### src/rtl/board_ram_arbiter_if.sv
`default_nettype none
// ============================================================================
//  board_ram_arbiter_if : master-side and RAM-side signals of the board RAM
//  arbiter (clear control, game port, VGA port, RAM port).
//  Revision: 1.0
// ============================================================================
interface board_ram_arbiter_if #(
  parameter int ADDR_W = 15,
  parameter int DATA_W = 3
);
  logic              clear_start;
  logic              clear_busy;
  logic              clear_done;

  logic              game_req;
  logic              game_we;
  logic [ADDR_W-1:0] game_addr;
  logic [DATA_W-1:0] game_wdata;
  logic              game_gnt;
  logic              game_rvalid;
  logic [DATA_W-1:0] game_rdata;

  logic              vga_req;
  logic [ADDR_W-1:0] vga_addr;
  logic              vga_gnt;
  logic              vga_rvalid;
  logic [DATA_W-1:0] vga_rdata;

  logic [ADDR_W-1:0] ram_address;
  logic [DATA_W-1:0] ram_data;
  logic              ram_wren;
  logic [DATA_W-1:0] ram_q;

  // Arbiter side
  modport slave (
    input  clear_start, game_req, game_we, game_addr, game_wdata,
           vga_req, vga_addr, ram_q,
    output clear_busy, clear_done, game_gnt, game_rvalid, game_rdata,
           vga_gnt, vga_rvalid, vga_rdata, ram_address, ram_data, ram_wren
  );

  // Masters plus RAM side
  modport master (
    output clear_start, game_req, game_we, game_addr, game_wdata,
           vga_req, vga_addr, ram_q,
    input  clear_busy, clear_done, game_gnt, game_rvalid, game_rdata,
           vga_gnt, vga_rvalid, vga_rdata, ram_address, ram_data, ram_wren
  );
endinterface
`default_nettype wire

### src/rtl/board_ram_arbiter.sv
`default_nettype none
// ============================================================================
//  board_ram_arbiter : shares the single-port board RAM between the clear
//  engine, the game engine and the VGA scanout reader.
//  Revision: 1.0
// ============================================================================
module board_ram_arbiter #(
  parameter int                ADDR_W     = 15,
  parameter int                DATA_W     = 3,
  parameter int                BOARD_W    = 160,
  parameter int                BOARD_H    = 120,
  parameter logic [DATA_W-1:0] CLEAR_VAL  = '0,
  parameter int                STARVE_MAX = 15
) (
  input  wire logic            CLOCK_50,
  input  wire logic            resetn,
  board_ram_arbiter_if.slave   bus
);

  localparam int Y_W  = 7;
  localparam int X_W  = ADDR_W - Y_W;
  localparam int SC_W = $clog2(STARVE_MAX + 1);

  localparam logic [X_W-1:0]  c_X_LAST     = X_W'(BOARD_W - 1);
  localparam logic [Y_W-1:0]  c_Y_LAST     = Y_W'(BOARD_H - 1);
  localparam logic [SC_W-1:0] c_STARVE_MAX = SC_W'(STARVE_MAX);

  typedef enum logic [0:0] {
    S_CLEAR = 1'b0,
    S_RUN   = 1'b1
  } state_t;

  state_t            r_state;
  logic [X_W-1:0]    r_x;
  logic [Y_W-1:0]    r_y;
  logic [SC_W-1:0]   r_starve;
  logic              r_clear_done;
  logic              r_game_tag;
  logic              r_vga_tag;
  logic [DATA_W-1:0] r_game_rdata;
  logic [DATA_W-1:0] r_vga_rdata;
  logic [ADDR_W-1:0] r_addr_last;
  logic [DATA_W-1:0] r_data_last;

  logic              w_run;
  logic              w_vga_starved;
  logic              w_game_gnt;
  logic              w_vga_gnt;
  logic              w_sweep_last;
  logic [ADDR_W-1:0] w_ram_addr;
  logic [DATA_W-1:0] w_ram_data;
  logic              w_ram_wren;

  // A starved VGA request pre-empts the game; otherwise the game has priority.
  always_comb begin
    w_run         = (r_state == S_RUN);
    w_vga_starved = (r_starve == c_STARVE_MAX);
    w_game_gnt    = w_run && bus.game_req && !(bus.vga_req && w_vga_starved);
    w_vga_gnt     = w_run && bus.vga_req && (w_vga_starved || !bus.game_req);
    w_sweep_last  = (r_x == c_X_LAST) && (r_y == c_Y_LAST);
  end

  always_comb begin
    w_ram_addr = r_addr_last;
    w_ram_data = r_data_last;
    w_ram_wren = 1'b0;
    if (!w_run) begin
      w_ram_addr = {r_x, r_y};
      w_ram_data = CLEAR_VAL;
      w_ram_wren = 1'b1;
    end else if (w_game_gnt) begin
      w_ram_addr = bus.game_addr;
      w_ram_data = bus.game_wdata;
      w_ram_wren = bus.game_we;
    end else if (w_vga_gnt) begin
      w_ram_addr = bus.vga_addr;
    end
  end

  always_ff @(posedge CLOCK_50 or negedge resetn) begin
    if (!resetn) begin
      r_state      <= S_CLEAR;
      r_x          <= '0;
      r_y          <= '0;
      r_starve     <= '0;
      r_clear_done <= 1'b0;
      r_game_tag   <= 1'b0;
      r_vga_tag    <= 1'b0;
      r_game_rdata <= '0;
      r_vga_rdata  <= '0;
      r_addr_last  <= '0;
      r_data_last  <= '0;
    end else begin
      r_addr_last  <= w_ram_addr;
      r_data_last  <= w_ram_data;
      r_game_tag   <= w_game_gnt && !bus.game_we;
      r_vga_tag    <= w_vga_gnt;
      r_clear_done <= 1'b0;
      if (r_game_tag) begin
        r_game_rdata <= bus.ram_q;
      end
      if (r_vga_tag) begin
        r_vga_rdata <= bus.ram_q;
      end
      case (r_state)
        S_CLEAR: begin
          r_starve <= '0;
          if (bus.clear_start) begin
            r_x <= '0;
            r_y <= '0;
          end else if (w_sweep_last) begin
            r_x          <= '0;
            r_y          <= '0;
            r_state      <= S_RUN;
            r_clear_done <= 1'b1;
          end else if (r_y == c_Y_LAST) begin
            r_y <= '0;
            r_x <= r_x + 1'b1;
          end else begin
            r_y <= r_y + 1'b1;
          end
        end
        S_RUN: begin
          if (bus.vga_req && !w_vga_gnt) begin
            if (!w_vga_starved) begin
              r_starve <= r_starve + 1'b1;
            end
          end else begin
            r_starve <= '0;
          end
          if (bus.clear_start) begin
            r_state <= S_CLEAR;
            r_x     <= '0;
            r_y     <= '0;
          end
        end
        default: r_state <= S_CLEAR;
      endcase
    end
  end

  // Read data is passed straight through in the return cycle, then held.
  assign bus.game_rvalid = r_game_tag;
  assign bus.game_rdata  = r_game_tag ? bus.ram_q : r_game_rdata;
  assign bus.vga_rvalid  = r_vga_tag;
  assign bus.vga_rdata   = r_vga_tag ? bus.ram_q : r_vga_rdata;
  assign bus.game_gnt    = w_game_gnt;
  assign bus.vga_gnt     = w_vga_gnt;
  assign bus.clear_busy  = (r_state == S_CLEAR);
  assign bus.clear_done  = r_clear_done;
  assign bus.ram_address = w_ram_addr;
  assign bus.ram_data    = w_ram_data;
  assign bus.ram_wren    = w_ram_wren;

endmodule
`default_nettype wire

### src/flat_wrapper.sv
// flat-port wrapper written by rule: the top's interface ports become plain ports
module board_ram_arbiter_flat 
#(
  parameter int                ADDR_W     = 15,
  parameter int                DATA_W     = 3,
  parameter int                BOARD_W    = 160,
  parameter int                BOARD_H    = 120,
  parameter logic [DATA_W-1:0] CLEAR_VAL  = '0,
  parameter int                STARVE_MAX = 15
)
  (CLOCK_50, resetn, bus_clear_start, bus_game_req, bus_game_we, bus_game_addr, bus_game_wdata, bus_vga_req, bus_vga_addr, bus_ram_q, bus_clear_busy, bus_clear_done, bus_game_gnt, bus_game_rvalid, bus_game_rdata, bus_vga_gnt, bus_vga_rvalid, bus_vga_rdata, bus_ram_address, bus_ram_data, bus_ram_wren);
  board_ram_arbiter_if #(.ADDR_W(ADDR_W), .DATA_W(DATA_W)) bus_i ();
  input  wire logic CLOCK_50;
  input  wire logic resetn;
  input wire logic [$bits(bus_i.clear_start)-1:0] bus_clear_start;
  input wire logic [$bits(bus_i.game_req)-1:0] bus_game_req;
  input wire logic [$bits(bus_i.game_we)-1:0] bus_game_we;
  input wire logic [$bits(bus_i.game_addr)-1:0] bus_game_addr;
  input wire logic [$bits(bus_i.game_wdata)-1:0] bus_game_wdata;
  input wire logic [$bits(bus_i.vga_req)-1:0] bus_vga_req;
  input wire logic [$bits(bus_i.vga_addr)-1:0] bus_vga_addr;
  input wire logic [$bits(bus_i.ram_q)-1:0] bus_ram_q;
  output wire logic [$bits(bus_i.clear_busy)-1:0] bus_clear_busy;
  output wire logic [$bits(bus_i.clear_done)-1:0] bus_clear_done;
  output wire logic [$bits(bus_i.game_gnt)-1:0] bus_game_gnt;
  output wire logic [$bits(bus_i.game_rvalid)-1:0] bus_game_rvalid;
  output wire logic [$bits(bus_i.game_rdata)-1:0] bus_game_rdata;
  output wire logic [$bits(bus_i.vga_gnt)-1:0] bus_vga_gnt;
  output wire logic [$bits(bus_i.vga_rvalid)-1:0] bus_vga_rvalid;
  output wire logic [$bits(bus_i.vga_rdata)-1:0] bus_vga_rdata;
  output wire logic [$bits(bus_i.ram_address)-1:0] bus_ram_address;
  output wire logic [$bits(bus_i.ram_data)-1:0] bus_ram_data;
  output wire logic [$bits(bus_i.ram_wren)-1:0] bus_ram_wren;
  assign bus_i.clear_start = bus_clear_start;
  assign bus_i.game_req = bus_game_req;
  assign bus_i.game_we = bus_game_we;
  assign bus_i.game_addr = bus_game_addr;
  assign bus_i.game_wdata = bus_game_wdata;
  assign bus_i.vga_req = bus_vga_req;
  assign bus_i.vga_addr = bus_vga_addr;
  assign bus_i.ram_q = bus_ram_q;
  assign bus_clear_busy = bus_i.clear_busy;
  assign bus_clear_done = bus_i.clear_done;
  assign bus_game_gnt = bus_i.game_gnt;
  assign bus_game_rvalid = bus_i.game_rvalid;
  assign bus_game_rdata = bus_i.game_rdata;
  assign bus_vga_gnt = bus_i.vga_gnt;
  assign bus_vga_rvalid = bus_i.vga_rvalid;
  assign bus_vga_rdata = bus_i.vga_rdata;
  assign bus_ram_address = bus_i.ram_address;
  assign bus_ram_data = bus_i.ram_data;
  assign bus_ram_wren = bus_i.ram_wren;
  board_ram_arbiter #(.ADDR_W(ADDR_W), .DATA_W(DATA_W), .BOARD_W(BOARD_W), .BOARD_H(BOARD_H), .CLEAR_VAL(CLEAR_VAL), .STARVE_MAX(STARVE_MAX)) u_core (.CLOCK_50(CLOCK_50), .resetn(resetn), .bus(bus_i));
endmodule
### config.mk
export PLATFORM = sky130hd
export DESIGN_NAME = board_ram_arbiter_flat
export DESIGN_NICKNAME = d
export VERILOG_FILES = /design/src/rtl/board_ram_arbiter_if.sv /design/src/rtl/board_ram_arbiter.sv /design/src/flat_wrapper.sv
export SDC_FILE = /design/constraint.sdc
export NUM_CORES = 1
export LEC_CHECK = 0
export CAP_MARGIN = 5
export CORE_ASPECT_RATIO = 0.6
export CORE_MARGIN = 2
export CORE_UTILIZATION = 46
export DETAILED_ROUTE_END_ITERATION = 16
export PLACE_DENSITY = 0.82
export SETUP_SLACK_MARGIN = 0.3
export SLEW_MARGIN = 20
export SYNTH_ARGS = -nofsm -noshare
export SYNTH_HDL_FRONTEND = slang
export SYNTH_SLANG_ARGS = --single-unit
### constraint.sdc
create_clock -name CLOCK_50 -period 2.8 [get_ports CLOCK_50]
set_clock_uncertainty 0.2 [all_clocks]
set_input_delay 0.7 -clock CLOCK_50 [delete_from_list [all_inputs] [get_ports CLOCK_50]]
set_output_delay 0.7 -clock CLOCK_50 [all_outputs]
set_load 0.01 [all_outputs]
==> impl_metrics.json, run 1 <==
{
  "port_buffers": 72,
  "cp_max_fo": 6,
  "drt_first_iter_violations": 169,
  "cts-htree-levels": 2,
  "max_cap_viol_count": 0,
  "cts.hold.buffers_added": 0,
  "detailroute.via_count": 2318,
  "finalHoldViolations": 0,
  "initial_core_util": 0.469,
  "hp-class": "in2async",
  "setup_slack_ps": -155,
  "ioPinCount": 73,
  "areaGrowthSynthToFinish_pct": 67.6,
  "clkSlewWorstSetupHoldPaths_ps": 90,
  "wire_length_of_the_first_global_routing_pass_mm": 11.5,
  "run_status": "finished with violations",
  "synthDistinctLibCells": 41,
  "clock-root-buffer": "sky130_fd_sc_hd__clkbuf_8",
  "synth_largest_area_cell": "sky130_fd_sc_hd__dfrtp_1",
  "post_detailed_routing_wire_length_mm": 7.69,
  "setup-tns-final_ps": -888,
  "setup.worst_path.end_class": "output port",
  "tritoncts.num_buffers": 5,
  "floorplan.rows": 20,
  "routed_wire_length_per_instance_um": 18.0,
  "ir_drop_mv": 0.240,
  "tightest_slew_ps": 746,
  "area.sequential_um2": 1180,
  "design.core.area_um2": 4980,
  "finish.net_count": 407,
  "power.density_nw_per_um2": 327,
  "mostFrequentLayoutCells": "sky130_fd_sc_hd__dfrtp_1, sky130_fd_sc_hd__clkdlybuf4s50_1, sky130_fd_sc_hd__buf_6, sky130_fd_sc_hd__buf_4, sky130_fd_sc_hd__nand2_1",
  "synth_edf_count": 0,
  "synth.yosys.seq_area_share": 0.503,
  "cp.arrival_ps": 2050,
  "cts.path.max_buffers": 2,
  "initial_antenna_violation_count": 0,
  "synth_async_sr_flop_share": 1.00,
  "maxSlewViolCount": 0,
  "setup.worst_path.start_class": "flop",
  "post-route-drc-count": 0,
  "number_of_iterations_in_the_first_detailed_routing_pass": 4,
  "postSynth.topFlopCell": "sky130_fd_sc_hd__dfrtp_1",
  "final_layout_size_suffix_gt1_frac": 0.414,
  "number_of_diodes": 0,
  "multiInputGateArea_um2": 1260,
  "tritoncts": "built",
  "most_common_library_cell_in_the_layout_ignoring_fill_and_taps": "sky130_fd_sc_hd__dfrtp_1",
  "clkSinkCount": 47,
  "synth_top_area_share": 0.503,
  "grt_util_all_layers": 0.270,
  "synth_area_leaders": "sky130_fd_sc_hd__dfrtp_1, sky130_fd_sc_hd__mux2i_1, sky130_fd_sc_hd__nand2_1",
  "largest_net_degree_at_the_start_of_global_routing": 34,
  "postPlaceCellArea_um2": 3320,
  "finalCoreUtilization": 0.787,
  "crit_path_time_final_ps": 2950,
  "post-dp-hpwl_mm": 4.62,
  "detail-route-antenna-nets": 0,
  "setup_viol_count_final": 13,
  "final_min_period_over_clock_period": 1.06,
  "globalRoute.totalOverflow": 0,
  "syn_area_per_cell_um2": 10.1,
  "stdcell_area_um2": 3920,
  "p_leak_nw": 1.88,
  "syn-cell-area_um2": 2340,
  "floorplan.die_area_um2": 5690,
  "max_clock_freq_mhz": 338,
  "die_width_um": 96.0,
  "grt_setup_unrepaired": "yes",
  "die_h_um": 59.2,
  "routability_congestion_estimate": 0.845,
  "post_layout_nonfiller_instances": 428,
  "source_to_sink_clock_delay_at_the_later_pin_of_the_worst_skew_pair_ps": 300,
  "worst_slew_margin_rel": 0.502,
  "synthesis.instances": 231,
  "place_inst": 382,
  "fill_cells": 312,
  "failing_checks": "setup timing",
  "vias_in_the_first_global_route": 2275,
  "timing_worst_setup_path_type": "reg2out",
  "synth_nets": 276,
  "synthesis.yosys.warnings": 0,
  "detail_route.vias_per_cell": 5.42,
  "worst-endpoint-required_ps": 1900,
  "register_bit_count_reported_by_yosys": 47
}
[synth_stat cells (2+ instances only)]
cell                         n
sky130_fd_sc_hd__nand4_1     4
sky130_fd_sc_hd__buf_2       4
sky130_fd_sc_hd__and2_1      2
sky130_fd_sc_hd__ha_1        3
sky130_fd_sc_hd__xnor2_1     3
sky130_fd_sc_hd__nand2b_1    2
sky130_fd_sc_hd__nand2_1    35
sky130_fd_sc_hd__mux2_2      6
sky130_fd_sc_hd__dfrtp_1    47
sky130_fd_sc_hd__nor2b_1     3
sky130_fd_sc_hd__o21ai_0     6
sky130_fd_sc_hd__o21ai_1    15
sky130_fd_sc_hd__nor2_1     14
sky130_fd_sc_hd__o211ai_1    2
sky130_fd_sc_hd__a2bb2oi_1  14
sky130_fd_sc_hd__inv_1       4
sky130_fd_sc_hd__nand3_1    15
sky130_fd_sc_hd__xor2_1      4
sky130_fd_sc_hd__mux2i_1    16
sky130_fd_sc_hd__clkbuf_1    5
sky130_fd_sc_hd__and3_1      4
sky130_fd_sc_hd__a31oi_1     4
[layout make-up]
type,count,area share
inverter,5,0.00735
timing repair buffer,136,0.329
tap,66,0.0211
sequential,47,0.301
clock buffer,5,0.0176
clock inverter,2,0.00351
multi-input combinational,167,0.321
[power breakdown]
group / total [mW] / internal, mW / switching (mW)
clock: 0.407 / 0.171 / 0.235
combinational: 0.167 / 0.0924 / 0.0750
sequential: 0.708 / 0.697 / 0.0106
total: 1.28 / 0.961 / 0.321
[per-layer routing]
metal	track usage	routed length, µm
met3	0.0776	637
met1	0.384	3280
met2	0.431	3740
met4	0.0286	31
met5	0	0
[logic make-up (layout without fill, tap and decap cells)]
kind of cell / count (synthesis) / count (layout) / share of synthesized area
adders and majority gates: 3 / 3 / 0.0161
muxes: 22 / 22 / 0.0974
DFF: 47 / 47 / 0.503
buffers and inverters: 17 / 148 / 0.0343
xor gates and xnor gates: 7 / 7 / 0.0262
AOI/OAI and AO/OA: 48 / 48 / 0.143
and+or+nand+nor: 87 / 87 / 0.179
[final timing paths]
| check | start | end | slack, ps | depth (start not counted) |
|---|---|---|---|---|
| min in group CLOCK_50 | u_core.r_vga_rdata[0]$_DFF_PN0_ | u_core.r_vga_rdata[0]$_DFF_PN0_ | 300 | 1 |
| worst min-delay path | resetn | u_core.r_x[6]$_DFFE_PN0P_ | 260 | 1 |
| worst min register to register | u_core.r_vga_rdata[0]$_DFF_PN0_ | u_core.r_vga_rdata[0]$_DFF_PN0_ | 300 | 1 |
| worst max register to register | u_core.r_starve[0]$_DFFE_PN0P_ | u_core.r_data_last[0]$_DFF_PN0_ | 90 | 19 |
| worst max-delay path | u_core.r_starve[0]$_DFFE_PN0P_ | bus_ram_address[10] | -150 | 9 |
| max in group asynchronous | resetn | u_core.r_starve[0]$_DFFE_PN0P_ | 1540 | 2 |
[through the flow]
stage / worst slack [ps] / hold slack, ps / power, mW
finish: -155 / 258 / 1.28
global route: -227 / 296 / 1.34
CTS: -130 / 278 / 1.28
detailed placement: -807 / 284 / 0.888
global placement: -753 / 281 / 0.883
floorplan: 279 / 204 / 0.769
[repair_timing]
action,CTS,global route
buffers inserted,30,8
gates resized for setup,163,29
setup endpoints to repair,28,23
pin swaps,20,13
gates cloned,1,0
[worst max-delay path, cell delays in order (launching register included)]
cell and delay, ps:
sky130_fd_sc_hd__dfrtp_1 370, sky130_fd_sc_hd__ha_2 200, sky130_fd_sc_hd__buf_6 110, sky130_fd_sc_hd__nand3_4 70
sky130_fd_sc_hd__a21bo_4 270, sky130_fd_sc_hd__buf_12 140, sky130_fd_sc_hd__buf_16 130, sky130_fd_sc_hd__mux2i_2 140
sky130_fd_sc_hd__o21ai_2 140, sky130_fd_sc_hd__buf_2 160
[registers in the layout, indices dropped and copies added, names as in the netlist]
register / cells
u_core.r_y: 7
u_core.r_data_last: 3
u_core.r_starve: 4
u_core.bus.vga_rvalid: 1
u_core.r_addr_last: 15
u_core.bus.clear_done: 1
u_core.r_x: 8
u_core.r_game_rdata: 3
u_core.r_state: 1
u_core.bus.game_rvalid: 1
u_core.r_vga_rdata: 3
(Power assumes the default switching activity.)
==> run 2: changes to the inputs <==
--- a/config.mk
+++ b/config.mk
@@ -12,6 +12,7 @@
 export DETAILED_ROUTE_END_ITERATION = 16
 export PLACE_DENSITY = 0.82
 export SETUP_SLACK_MARGIN = 0.3
+export SKIP_LAST_GASP = 1
 export SLEW_MARGIN = 20
 export SYNTH_ARGS = -nofsm -noshare
 export SYNTH_HDL_FRONTEND = slang
==> impl_metrics.json, run 2 (synthesis gave the netlist of run 1 again) <==
{
  "run_status": "finished with violations",
  "failing_checks": "setup timing",
  "floorplan.rows": 20,
  "critPathSlowestCell": "sky130_fd_sc_hd__dfrtp_1",
  "die_width_um": 96.0,
  "largest_registers": "u_core.r_addr_last: 15 flops, u_core.r_x: 8 flops, u_core.r_y: 7 flops",
  "grt_util_all_layers": 0.268,
  "post_layout_nonfiller_instances": 425,
  "detail_route.vias_per_cell": 5.55,
  "hp-class": "in2async",
  "worst-endpoint-required_ps": 1900,
  "drt_first_iter_violations": 234,
  "setup_slack_ps": -163,
  "max_flop_register": "u_core.r_addr_last",
  "cts-htree-levels": 2,
  "critical_path.max_stage_delay_ps": 380,
  "max_clock_freq_mhz": 337,
  "number_of_diodes": 0,
  "finalCoreUtilization": 0.774,
  "largest_net_degree_at_the_start_of_global_routing": 34,
  "finish.net_count": 404,
  "setup_viol_count_final": 17,
  "mostFrequentLayoutCells": "sky130_fd_sc_hd__dfrtp_1, sky130_fd_sc_hd__clkdlybuf4s50_1, sky130_fd_sc_hd__buf_4, sky130_fd_sc_hd__nand2_1",
  "worstPathCellList": "ha_2 > buf_6 > nand3_4 > a21bo_4 > buf_12 > buf_16 > mux2i_2 > o21ai_2 > buf_2",
  "grt_setup_unrepaired": "yes",
  "p_leak_nw": 1.85,
  "detail-route-antenna-nets": 0,
  "floorplan.die_area_um2": 5690,
  "post_detailed_routing_wire_length_mm": 7.58,
  "post-route-drc-count": 0,
  "die_h_um": 59.2,
  "number_of_iterations_in_the_first_detailed_routing_pass": 4,
  "initial_antenna_violation_count": 0,
  "wire_length_of_the_first_global_routing_pass_mm": 11.4,
  "areaGrowthSynthToFinish_pct": 65.0,
  "clkSlewWorstSetupHoldPaths_ps": 90,
  "timing_worst_setup_path_type": "reg2out",
  "routability_congestion_estimate": 0.845,
  "clock-root-buffer": "sky130_fd_sc_hd__clkbuf_8",
  "power.density_nw_per_um2": 334,
  "post-dp-hpwl_mm": 4.62,
  "globalRoute.totalOverflow": 0,
  "stdcell_area_um2": 3860,
  "most_common_library_cell_in_the_layout_ignoring_fill_and_taps": "sky130_fd_sc_hd__dfrtp_1",
  "final_min_period_over_clock_period": 1.06,
  "cp_max_fo": 6,
  "tritoncts.num_buffers": 5,
  "cts.hold.buffers_added": 0,
  "cts.path.max_buffers": 2,
  "clkSinkCount": 47,
  "finalHoldViolations": 0,
  "final_layout_size_suffix_gt1_frac": 0.409,
  "setup.worst_path.end_class": "output port",
  "cp.arrival_ps": 2060,
  "crit_path_time_final_ps": 2960,
  "postPlaceCellArea_um2": 3320,
  "detailroute.via_count": 2357,
  "routed_wire_length_per_instance_um": 17.8,
  "worst_slew_margin_rel": 0.494,
  "tritoncts": "built",
  "design.core.area_um2": 4980,
  "ir_drop_mv": 0.234,
  "max_cap_viol_count": 0,
  "initial_core_util": 0.469,
  "setup.worst_path.start_class": "flop",
  "place_inst": 382,
  "port_buffers": 72,
  "tightest_slew_ps": 758,
  "vias_in_the_first_global_route": 2299,
  "source_to_sink_clock_delay_at_the_later_pin_of_the_worst_skew_pair_ps": 300,
  "largest_register_ff_count": 15,
  "ioPinCount": 73,
  "fin_hold_ws_ps": 257,
  "maxSlewViolCount": 0
}
[run 2: changes by cell type in the layout (fill, tap and decap cells not counted), sizes merged]
cell / previous run / this run
buf: 93 / 90
clkinv: 2 / 3
inv: 5 / 4
[run 2: what timing repair did]
action                     CTS  global route
resized for setup          154            27
setup buffers               30             5
pin swaps                   20            15
gates cloned                 1             0
setup endpoints to repair   28            23
[run 2: critical path, delay by kind of cell (launching register included)]
kind | cells | cell delay, ps
multiplexers | 1 | 140
flip-flops | 1 | 380
AND/OR/NAND/NOR | 1 | 70
AO/OA/AOI/OAI | 2 | 420
buffers and inverters | 4 | 540
adder cells (fa/ha/maj) | 1 | 200
[run 2: power breakdown]
group	switching [mW]	total [mW]	internal [mW]
clock	0.241	0.412	0.171
combinational	0.0749	0.167	0.0924
sequential	0.0106	0.708	0.697
[run 2: worst paths after layout]
path | from | endpoint | slack [ps] | cells after the start
worst min register to register | u_core.r_vga_rdata[0]$_DFF_PN0_ | u_core.r_vga_rdata[0]$_DFF_PN0_ | 300 | 1
worst min-delay path | resetn | u_core.r_x[5]$_DFFE_PN0P_ | 260 | 1
worst max register to register | u_core.r_starve[0]$_DFFE_PN0P_ | u_core.r_data_last[0]$_DFF_PN0_ | 110 | 18
max in group asynchronous | resetn | u_core.r_addr_last[14]$_DFF_PN0_ | 1520 | 2
worst max-delay path | u_core.r_starve[0]$_DFFE_PN0P_ | bus_ram_address[10] | -160 | 9
min in group CLOCK_50 | u_core.r_vga_rdata[0]$_DFF_PN0_ | u_core.r_vga_rdata[0]$_DFF_PN0_ | 300 | 1
[run 2: final cells by class]
cell class,instances,area [µm²]
multi-input cells,167,1250
repair buffers,133,1230
flip-flops and latches,47,1180
fillers,322,1120
well taps,66,82.6
clock buffers,5,68.8
inverters,5,33.8
clock inverters,2,13.8
[run 2: stage by stage]
stage / worst slack (ps) / total power, mW / TNS [ps]
6_report: -163 / 1.29 / -1080
5_1_grt: -227 / 1.34 / -2370
4_1_cts: -130 / 1.28 / -829
3_5_place_dp: -807 / 0.888 / -14980
3_3_place_gp: -753 / 0.883 / -14440
2_1_floorplan: 279 / 0.769 / 0
[run 2: routing by layer]
| metal | routed length, µm | track usage |
|---|---|---|
| met5 | 0 | 0 |
| met4 | 27 | 0.0347 |
| met3 | 607 | 0.0763 |
| met2 | 3620 | 0.429 |
| met1 | 3320 | 0.375 |
